## src/rtl/decode_ctrl.sv

```systemverilog
// Registered decode/control stage: one instruction per cycle in, one-cycle-latency
// control bundle out, plus the CSR-mapped GPIO register, multiply stall and illegal counter.
module decode_ctrl #(
  parameter int              XLEN       = 32,
  parameter int              MUL_CYCLES = 3,
  parameter logic [11:0]     GPIO_CSR   = 12'hF02,
  parameter logic [XLEN-1:0] GPIO_RESET = '0,
  parameter int              CNT_W      = 8
) (
  input  logic              clk,
  input  logic              rst,
  input  logic              instr_valid,
  input  logic [31:0]       instr,
  output logic              instr_ready,
  input  logic [XLEN-1:0]   rs1_data,
  output logic              ctrl_valid,
  output logic              alusrc,
  output logic              regwrite,
  output logic [1:0]        regsel,
  output logic [3:0]        op,
  output logic [4:0]        rd,
  output logic [XLEN-1:0]   imm,
  output logic [XLEN-1:0]   csr_rdata,
  output logic              gpio_we,
  output logic [XLEN-1:0]   gpio_out,
  output logic              mul_busy,
  output logic              illegal,
  output logic [CNT_W-1:0]  illegal_cnt
);

  localparam logic [6:0] OPC_OP  = 7'b0110011;
  localparam logic [6:0] OPC_IMM = 7'b0010011;
  localparam logic [6:0] OPC_LUI = 7'b0110111;
  localparam logic [6:0] OPC_SYS = 7'b1110011;

  localparam logic [3:0] OP_AND   = 4'b0000;
  localparam logic [3:0] OP_OR    = 4'b0001;
  localparam logic [3:0] OP_XOR   = 4'b0010;
  localparam logic [3:0] OP_ADD   = 4'b0011;
  localparam logic [3:0] OP_SUB   = 4'b0100;
  localparam logic [3:0] OP_MUL   = 4'b0101;
  localparam logic [3:0] OP_MULH  = 4'b0110;
  localparam logic [3:0] OP_MULHU = 4'b0111;
  localparam logic [3:0] OP_SLL   = 4'b1000;
  localparam logic [3:0] OP_SRL   = 4'b1001;
  localparam logic [3:0] OP_SRA   = 4'b1010;
  localparam logic [3:0] OP_SLT   = 4'b1100;
  localparam logic [3:0] OP_SLTU  = 4'b1101;

  localparam logic [1:0] SEL_CSR = 2'b00;
  localparam logic [1:0] SEL_IMM = 2'b01;
  localparam logic [1:0] SEL_ALU = 2'b10;

  // Counter holds MUL_CYCLES-2 at most; the stall lasts counter+1 cycles.
  localparam int              MC_W      = (MUL_CYCLES > 2) ? $clog2(MUL_CYCLES - 1) : 1;
  localparam logic [MC_W-1:0] MC_LOAD   = (MUL_CYCLES > 2) ? MC_W'(MUL_CYCLES - 2) : '0;
  localparam logic            MUL_STALL = (MUL_CYCLES > 1);

  typedef enum logic {IDLE, MUL_WAIT} state_t;

  state_t          state_q, state_d;
  logic [MC_W-1:0] cnt_q, cnt_d;

  logic [6:0] opcode;
  logic [2:0] funct3;
  logic [6:0] funct7;
  logic       accept;

  logic            illegal_p0;
  logic            alusrc_p0;
  logic [1:0]      regsel_p0;
  logic [3:0]      op_p0;
  logic [XLEN-1:0] imm_p0;
  logic            is_csr_p0;
  logic            is_mul_p0;

  function automatic logic [CNT_W-1:0] sat_inc(input logic [CNT_W-1:0] v);
    return (&v) ? v : v + 1'b1;
  endfunction

  assign opcode = instr[6:0];
  assign funct3 = instr[14:12];
  assign funct7 = instr[31:25];
  assign accept = instr_valid && instr_ready;

  // ---- stage p0: combinational decode of the offered instruction ----
  always_comb begin
    illegal_p0 = 1'b1;
    alusrc_p0  = 1'b0;
    regsel_p0  = SEL_ALU;
    op_p0      = OP_AND;
    imm_p0     = '0;
    is_csr_p0  = 1'b0;
    is_mul_p0  = 1'b0;
    case (opcode)
      OPC_OP: begin
        illegal_p0 = 1'b0;
        case ({funct7, funct3})
          {7'b0000000, 3'b000}: op_p0 = OP_ADD;
          {7'b0100000, 3'b000}: op_p0 = OP_SUB;
          {7'b0000000, 3'b111}: op_p0 = OP_AND;
          {7'b0000000, 3'b110}: op_p0 = OP_OR;
          {7'b0000000, 3'b100}: op_p0 = OP_XOR;
          {7'b0000000, 3'b001}: op_p0 = OP_SLL;
          {7'b0000000, 3'b101}: op_p0 = OP_SRL;
          {7'b0100000, 3'b101}: op_p0 = OP_SRA;
          {7'b0000000, 3'b010}: op_p0 = OP_SLT;
          {7'b0000000, 3'b011}: op_p0 = OP_SLTU;
          {7'b0000001, 3'b000}: begin op_p0 = OP_MUL;   is_mul_p0 = 1'b1; end
          {7'b0000001, 3'b001}: begin op_p0 = OP_MULH;  is_mul_p0 = 1'b1; end
          {7'b0000001, 3'b011}: begin op_p0 = OP_MULHU; is_mul_p0 = 1'b1; end
          default:              illegal_p0 = 1'b1;
        endcase
      end
      OPC_IMM: begin
        illegal_p0 = 1'b0;
        alusrc_p0  = 1'b1;
        imm_p0     = XLEN'($signed(instr[31:20]));
        case (funct3)
          3'b000: op_p0 = OP_ADD;
          3'b100: op_p0 = OP_XOR;
          3'b110: op_p0 = OP_OR;
          3'b111: op_p0 = OP_AND;
          3'b001: begin
            op_p0      = OP_SLL;
            imm_p0     = XLEN'(instr[24:20]);
            illegal_p0 = (funct7 != 7'b0000000);
          end
          3'b101: begin
            op_p0      = (funct7 == 7'b0100000) ? OP_SRA : OP_SRL;
            imm_p0     = XLEN'(instr[24:20]);
            illegal_p0 = (funct7 != 7'b0000000) && (funct7 != 7'b0100000);
          end
          default: illegal_p0 = 1'b1;
        endcase
      end
      OPC_LUI: begin
        illegal_p0 = 1'b0;
        regsel_p0  = SEL_IMM;
        imm_p0     = XLEN'($signed({instr[31:12], 12'b0}));
      end
      OPC_SYS: begin
        if (funct3 == 3'b001 && instr[31:20] == GPIO_CSR) begin
          illegal_p0 = 1'b0;
          regsel_p0  = SEL_CSR;
          is_csr_p0  = 1'b1;
        end
      end
      default: illegal_p0 = 1'b1;
    endcase
  end

  // ---- issue FSM: stalls acceptance while a multiply is in flight ----
  always_ff @(posedge clk or posedge rst) begin
    if (rst) begin
      state_q <= IDLE;
      cnt_q   <= '0;
    end else begin
      state_q <= state_d;
      cnt_q   <= cnt_d;
    end
  end

  always_comb begin
    state_d = state_q;
    cnt_d   = cnt_q;
    case (state_q)
      IDLE: begin
        if (MUL_STALL && accept && is_mul_p0 && !illegal_p0) begin
          state_d = MUL_WAIT;
          cnt_d   = MC_LOAD;
        end
      end
      MUL_WAIT: begin
        if (cnt_q == '0) state_d = IDLE;
        else             cnt_d   = cnt_q - 1'b1;
      end
      default: state_d = IDLE;
    endcase
  end

  assign instr_ready = (state_q == IDLE);
  assign mul_busy    = (state_q == MUL_WAIT);

  // ---- stage p1: registered control bundle and GPIO register ----
  always_ff @(posedge clk or posedge rst) begin
    if (rst) begin
      ctrl_valid  <= 1'b0;
      alusrc      <= 1'b0;
      regwrite    <= 1'b0;
      regsel      <= 2'b00;
      op          <= 4'b0000;
      rd          <= 5'd0;
      imm         <= '0;
      csr_rdata   <= '0;
      gpio_we     <= 1'b0;
      gpio_out    <= GPIO_RESET;
      illegal     <= 1'b0;
      illegal_cnt <= '0;
    end else begin
      ctrl_valid <= accept;
      gpio_we    <= accept && is_csr_p0;
      if (accept) begin
        alusrc   <= alusrc_p0;
        regwrite <= !illegal_p0 && (instr[11:7] != 5'd0);
        regsel   <= regsel_p0;
        op       <= op_p0;
        rd       <= instr[11:7];
        imm      <= imm_p0;
        illegal  <= illegal_p0;
        if (is_csr_p0) begin
          csr_rdata <= gpio_out;
          gpio_out  <= rs1_data;
        end
        if (illegal_p0) illegal_cnt <= sat_inc(illegal_cnt);
      end
    end
  end

endmodule
```

## config.mk

```make
export PLATFORM = sky130hd
export DESIGN_NAME = decode_ctrl
export DESIGN_NICKNAME = d
export VERILOG_FILES = /design/src/rtl/decode_ctrl.sv
export SDC_FILE = /design/constraint.sdc
export NUM_CORES = 1
export LEC_CHECK = 0
export BUFFER_PORTS_ARGS = -buffer_cell sky130_fd_sc_hd__buf_2
export CORE_MARGIN = 2
export CORE_UTILIZATION = 53
export CTS_CLUSTER_SIZE = 25
export DETAILED_ROUTE_END_ITERATION = 10
export PLACE_DENSITY = 0.93
export SLEW_MARGIN = 20
export SYNTH_ARGS = -nofsm -noshare
export SYNTH_HDL_FRONTEND = slang
export SYNTH_SLANG_ARGS = --single-unit
export TNS_END_PERCENT = 1
```

## constraint.sdc

```tcl
create_clock -name clk -period 5.9 [get_ports clk]
set_input_delay 0.885 -clock clk [delete_from_list [all_inputs] [get_ports clk]]
set_output_delay 0.885 -clock clk [all_outputs]
set_load 0.01 [all_outputs]
```

Word level (Yosys, flattened, before mapping)
Cells that the tools add are included.
{ "word_totals": {"regBits": 122, "in_bits": 67, "output_inout_bits": 122, "word_cells": 85} }
{ "classes": {"n_addsub": 2, "eq_ne": 25, "n_mux": 23, "bitwise": 2, "reduce_logical": 19} }
{ "ops": {"columns": ["operator", "count"], "rows": [
  ["32-bit one-hot mux with 2 select lines", 1],
  ["4-bit one-hot mux with 12 select lines", 1],
  ["10-bit by 3-bit == test with 1-bit output, second input constant", 4],
  ["32-bit 2-to-1 mux", 1],
  ["10-bit by 4-bit == test with 1-bit output, second input constant", 3],
  ["7-bit by 6-bit == test with 1-bit output, second input constant", 3],
  ["10-bit by 2-bit == test with 1-bit output, second input constant", 2],
  ["10-bit by 9-bit == test with 1-bit output, second input constant", 2],
  ["4-bit one-hot mux with 5 select lines", 1],
  ["13-bit OR reduction", 1],
  ["12-bit == test, second input constant", 1],
  ["3-bit == test, second input constant", 4],
  ["1-bit 2-to-1 mux", 11],
  ["10-bit by 1-bit == test with 1-bit output, second input constant", 1],
  ["10-bit logical NOT", 1],
  ["8-bit by 1-bit adder with 8-bit output, second input constant", 1],
  ["4-bit one-hot mux with 2 select lines", 1],
  ["8-bit AND reduction", 1],
  ["7-bit by 5-bit == test with 1-bit output, second input constant", 1],
  ["7-bit == test, second input constant", 1],
  ["1-bit logical AND", 7],
  ["7-bit by 6-bit != test with 1-bit output, second input constant", 1],
  ["7-bit nonzero test", 1],
  ["5-bit nonzero test", 1],
  ["other kinds (16)", 19]
]} }

Logic depth before layout (Yosys ltp)
{ "depth": {"ltp_word": 8, "ltp_mapped": 8, "ltp_nobuf": 6} }

Worst setup path before layout
Ideal clock, no wire load.
{ "synth_path": {"path_type": "input-to-reg", "from": "input instr[20]", "to": "register gpio_out[22]", "setup_time_ns": 0.125, "arrival_ns": 2.598, "t_required_ns": 5.775, "slack_ns": 3.177, "path_stages": 6, "n_path_buf": 1, "cell_sequence": "or4b_4 > nor4_4 > nand3_2 > nor2_8 > buf_8 > mux2_2"} }
{ "synth_between": {"elab_chain_len": 5} }
{ "synth_rtl": {"columns": ["element", "line_no", "source"], "rows": [
  ["start: declaration", "13", "input logic [31:0] instr,"],
  ["12-bit == test", "143", "if (funct3 == 3'b001 && instr[31:20] == GPIO_CSR) begin"],
  ["1-bit logical AND", "143", null],
  ["1-bit 2-to-1 mux", "143", null],
  ["1-bit 2-to-1 mux", "95", "case (opcode)"],
  ["2-bit AND reduction (no line)", null, null],
  ["end signal: assignment", "213", "gpio_out <= rs1_data;"],
  ["end: declaration", "25", "output logic [XLEN-1:0] gpio_out,"]
]} }
Every way passes these cells.
A chain may end at the register's enable or synchronous reset.

Worst setup path in the final report
{ "layout_path": {"from": "register state_q (netlist: mul_busy)", "to": "register illegal_cnt[7]"} }
{ "layout_between": {"elab_chain_len": 3} }
{ "layout_rtl": {"columns": ["element", "line_no", "source"], "rows": [
  ["start: declaration", "61", "state_t state_q, state_d;"],
  ["start signal: assignment", "159", "state_q <= state_d;"],
  ["1-bit inverter", null, null],
  ["1-bit logical AND", "84", "assign accept = instr_valid && instr_ready;"],
  ["3-bit AND reduction (no line)", null, null],
  ["end signal: assignment", "215", "if (illegal_p0) illegal_cnt <= sat_inc(illegal_cnt);"],
  ["end: declaration", "28", "output logic [CNT_W-1:0] illegal_cnt"]
]} }
Every way passes these cells.

==> flow_summary.toml <==
[hold_path]
hold_path_class = "reg -> reg"

[flow_run]
max_cap_violations = 0

[sta]
setup_violations = 0
post-route-min-period_ns = 3.260
period_share = 0.5526
rsz0062_at_grt = "false"
worst_pin_slew_ns = 1.012
final-hold-violation-count = 0
fmax_mhz = 306.7
report.final.slew_viol_count = 0
fin_hold_ws_ns = 0.4800
fin_setup_tns_ns = 0
finClkSkew_ns = 0.007774
slew_headroom = 0.3253

[synth]
ys_warn_count = 0
yosysTopAreaCellShare = 0.5860
yosysTopAreaCell = "dfrtp_1"
syn-instance-count = 397
ys_ff_latch = 122
yosysSeqAreaShare = 0.5860
ys_top_cells_by_area = "dfrtp_1 (59%), mux2_2 (13%), a221o_1 (3.7%), nand2_1 (2.4%), mux2_1 (2.4%)"
syn_avg_cell_area_sq_um = 13.12
synthArstFlopShare = 1.000
synth_edf_count = 0
syn-num-nets = 465
synth_flop_cell = "dfrtp_1"
synth_area_sq_um = 5210
ys_types = 59

[cells_and_area]
antenna_cells = 0
fillers = 700
nNetsFinal = 649
syn_to_final_growth_pct = 29.49
multi_input_area_sq_um = 1963
layout-drive-gt1-share = 0.4916
final-seq-area_sq_um = 3053
instances_no_fill = 727

[routing]
ant_nets = 0
vias = 4065
vias_per_cell = 5.591
post-route-drc-count = 0
first_iter_violations = 140
avgRoutedWirePerCell_um = 17.95
wirelength_mm = 13.05
drtPass1Iterations = 4

[critical_path]
criticalPathCategory = "reg -> reg"
arrival_ns = 3.65
crit_chain = "nand2b_2, inv_1, and3_1, o21ai_1, a311oi_1, mux2_1"
endpoint = "illegal_cnt[7]"
timing.rr.end = "illegal_cnt[7]"
startpoint_type = "register"
r2r_cells = 6
crit_buf_inv = 1
worst-path-stages = 6
cp-end-kind = "register"
cp_top_family = "simple AND/OR/NAND/NOR gates"
worstPathMaxFanout = 49
crit_start = "mul_busy"
crit_path_top_delay_cell = "nand2b_2"
rr_startpoint = "mul_busy"
r2r_setup_slack_ns = 2.64
cp.required_ns = 6.29
slowest_delay_ns = 0.62

[die]
num_rows = 36
io_pins = 189
start_util = 0.5405
dieArea_sq_um = 10640
die_h_um = 103.1
die_w_um = 103.1
core_area_sq_um = 9639

[clock_network]
clk_pin_slew_worst_paths_ns = 0.06
cts_buffers = 17
clock-sinks = 122
clock_latency_ns = 0.51
postCtsSetupRepairBufs = 0
cts.path.max_buffers = 2
cts_tree = "built"
cts_hold_buffers = 0
htree_levels = 4
cts_root_buf = "clkbuf_8"
cts_resized = 0

[place]
gp_congestion = 0.8237
port_buffers = 188
dp_cells = 695
place.detailed.hpwl_mm = 9.177

[global_route]
antenna_found_initial = 0
grt_max_degree = 67
gr-total-overflow = 0
track_usage = 0.2475
grt_pass1_vias = 3915
grt_pass1_wl_mm = 19.74

[status]
status = "finished clean"

[power_and_ir_drop]
ir_worst_vdd_v = 0.0001666
p_leak_nw = 3.713
power_density_nw_per_um2 = 308.9
==> state kept, by name, summed over array words and instances (netlist names) <==
register and cells:
regsel 2, op 4, gpio_we 1, csr_rdata 32, alusrc 1, gpio_out 32
cnt_q 1, regwrite 1, imm 32, rd 5, illegal 1, ctrl_valid 1
illegal_cnt 8, mul_busy 1
==> worst min-delay path by stage <==
| stage | startpoint | endpoint | slack (ns) | cells past startpoint |
|---|---|---|---|---|
| global route | imm[11] | imm[11] | 0.50 | 1 |
| detailed placement | rd[4] | rd[4] | 0.46 | 2 |
| floorplan | cnt_q | cnt_q | 0.50 | 2 |
| finish | illegal | illegal | 0.48 | 1 |
| global placement | imm[31] | imm[31] | 0.45 | 2 |
| CTS | illegal | illegal | 0.48 | 1 |
==> cells in the final DEF, fill, tap and decap left out, types with 2 or more instances in the layout <==
| master | count |
|---|---|
| buf_2 | 188 |
| dfrtp_1 | 122 |
| mux2_2 | 58 |
| nand2_1 | 33 |
| a221o_1 | 19 |
| clkbuf_16 | 16 |
| nor2_1 | 15 |
| o21ai_0 | 11 |
| mux2_1 | 11 |
| a22o_1 | 11 |
| inv_1 | 8 |
| nand3_1 | 8 |
| a31oi_1 | 6 |
| nand2b_1 | 5 |
| a21oi_1 | 5 |
| nor3_1 | 5 |
| and3_1 | 5 |
| a21o_1 | 4 |
| clkinvlp_4 | 4 |
| inv_6 | 3 |
| nor3b_1 | 2 |
| a211oi_1 | 2 |
| nor4_1 | 2 |
| nor2b_1 | 2 |
| xor2_1 | 2 |
| a311oi_1 | 2 |
| clkbuf_8 | 2 |
| clkinv_4 | 2 |
| bufinv_16 | 2 |
| clkinv_2 | 2 |
==> layout make-up <==
type	instances	area share
inverters	10	0.005935
well taps	133	0.02467
repair buffers	189	0.1406
clock buffers	19	0.06398
flip-flops and latches	122	0.4525
multi-input cells	241	0.2910
clock inverters	13	0.02133
==> through the flow <==
step                cell area (sq um)  setup slack, ns  utilization  power (mW)
floorplan                        5210            1.772            -       1.020
global placement                 6171            2.338       0.6402       1.101
detailed placement               6171            2.251       0.6402       1.110
CTS                              6746            2.677       0.6999       2.103
global route                     6746            2.361       0.6999       2.172
finish                           6746            2.640       0.6999       2.084
==> power breakdown <==
part / total [mW] / internal (mW) / switching (mW)
combinational: 0.190 / 0.0796 / 0.110
clock: 0.990 / 0.615 / 0.376
sequential: 0.904 / 0.869 / 0.0352
==> worst register-to-register path, cell delays in order (launching register included) <==
cell and delay [ns]:
dfrtp_1 0.40, nand2b_2 0.62, inv_1 0.57, and3_1 0.47, o21ai_1 0.34, a311oi_1 0.38, mux2_1 0.35
==> logic make-up (layout without fill, tap and decap cells) <==
group           after synthesis  in the layout  synth area share
xor+xnor                      3              3          0.005044
mux                          69             69            0.1491
compound gates               74             74            0.1191
flops                       122            122            0.5860
buf+inv                      34            231           0.03770
fa+ha+maj                     1              1          0.002401
simple gates                 94             94            0.1006
==> synthesized netlist by cell type (all sizes together), types with 3 or more instances <==
master    n
mux2     69
nand2    33
inv      10
o21ai    12
clkbuf   14
nor3      5
and3      5
nand3     9
a21o      4
dfrtp   122
a21oi     5
nor2     16
nand2b    6
a31oi     6
buf      10
a221o    19
a22o     11
nor4      3
==> routing by layer <==
layer  part of all wire  vias to the layer above  track usage
met4              0.025                        0       0.1154
met5                  0                        -            0
li1                   -                     1834            -
met1               0.40                     2021       0.3061
met2               0.50                      180       0.4086
met3              0.075                       30      0.06305
Note: power is estimated with default switching activity, not from simulation.
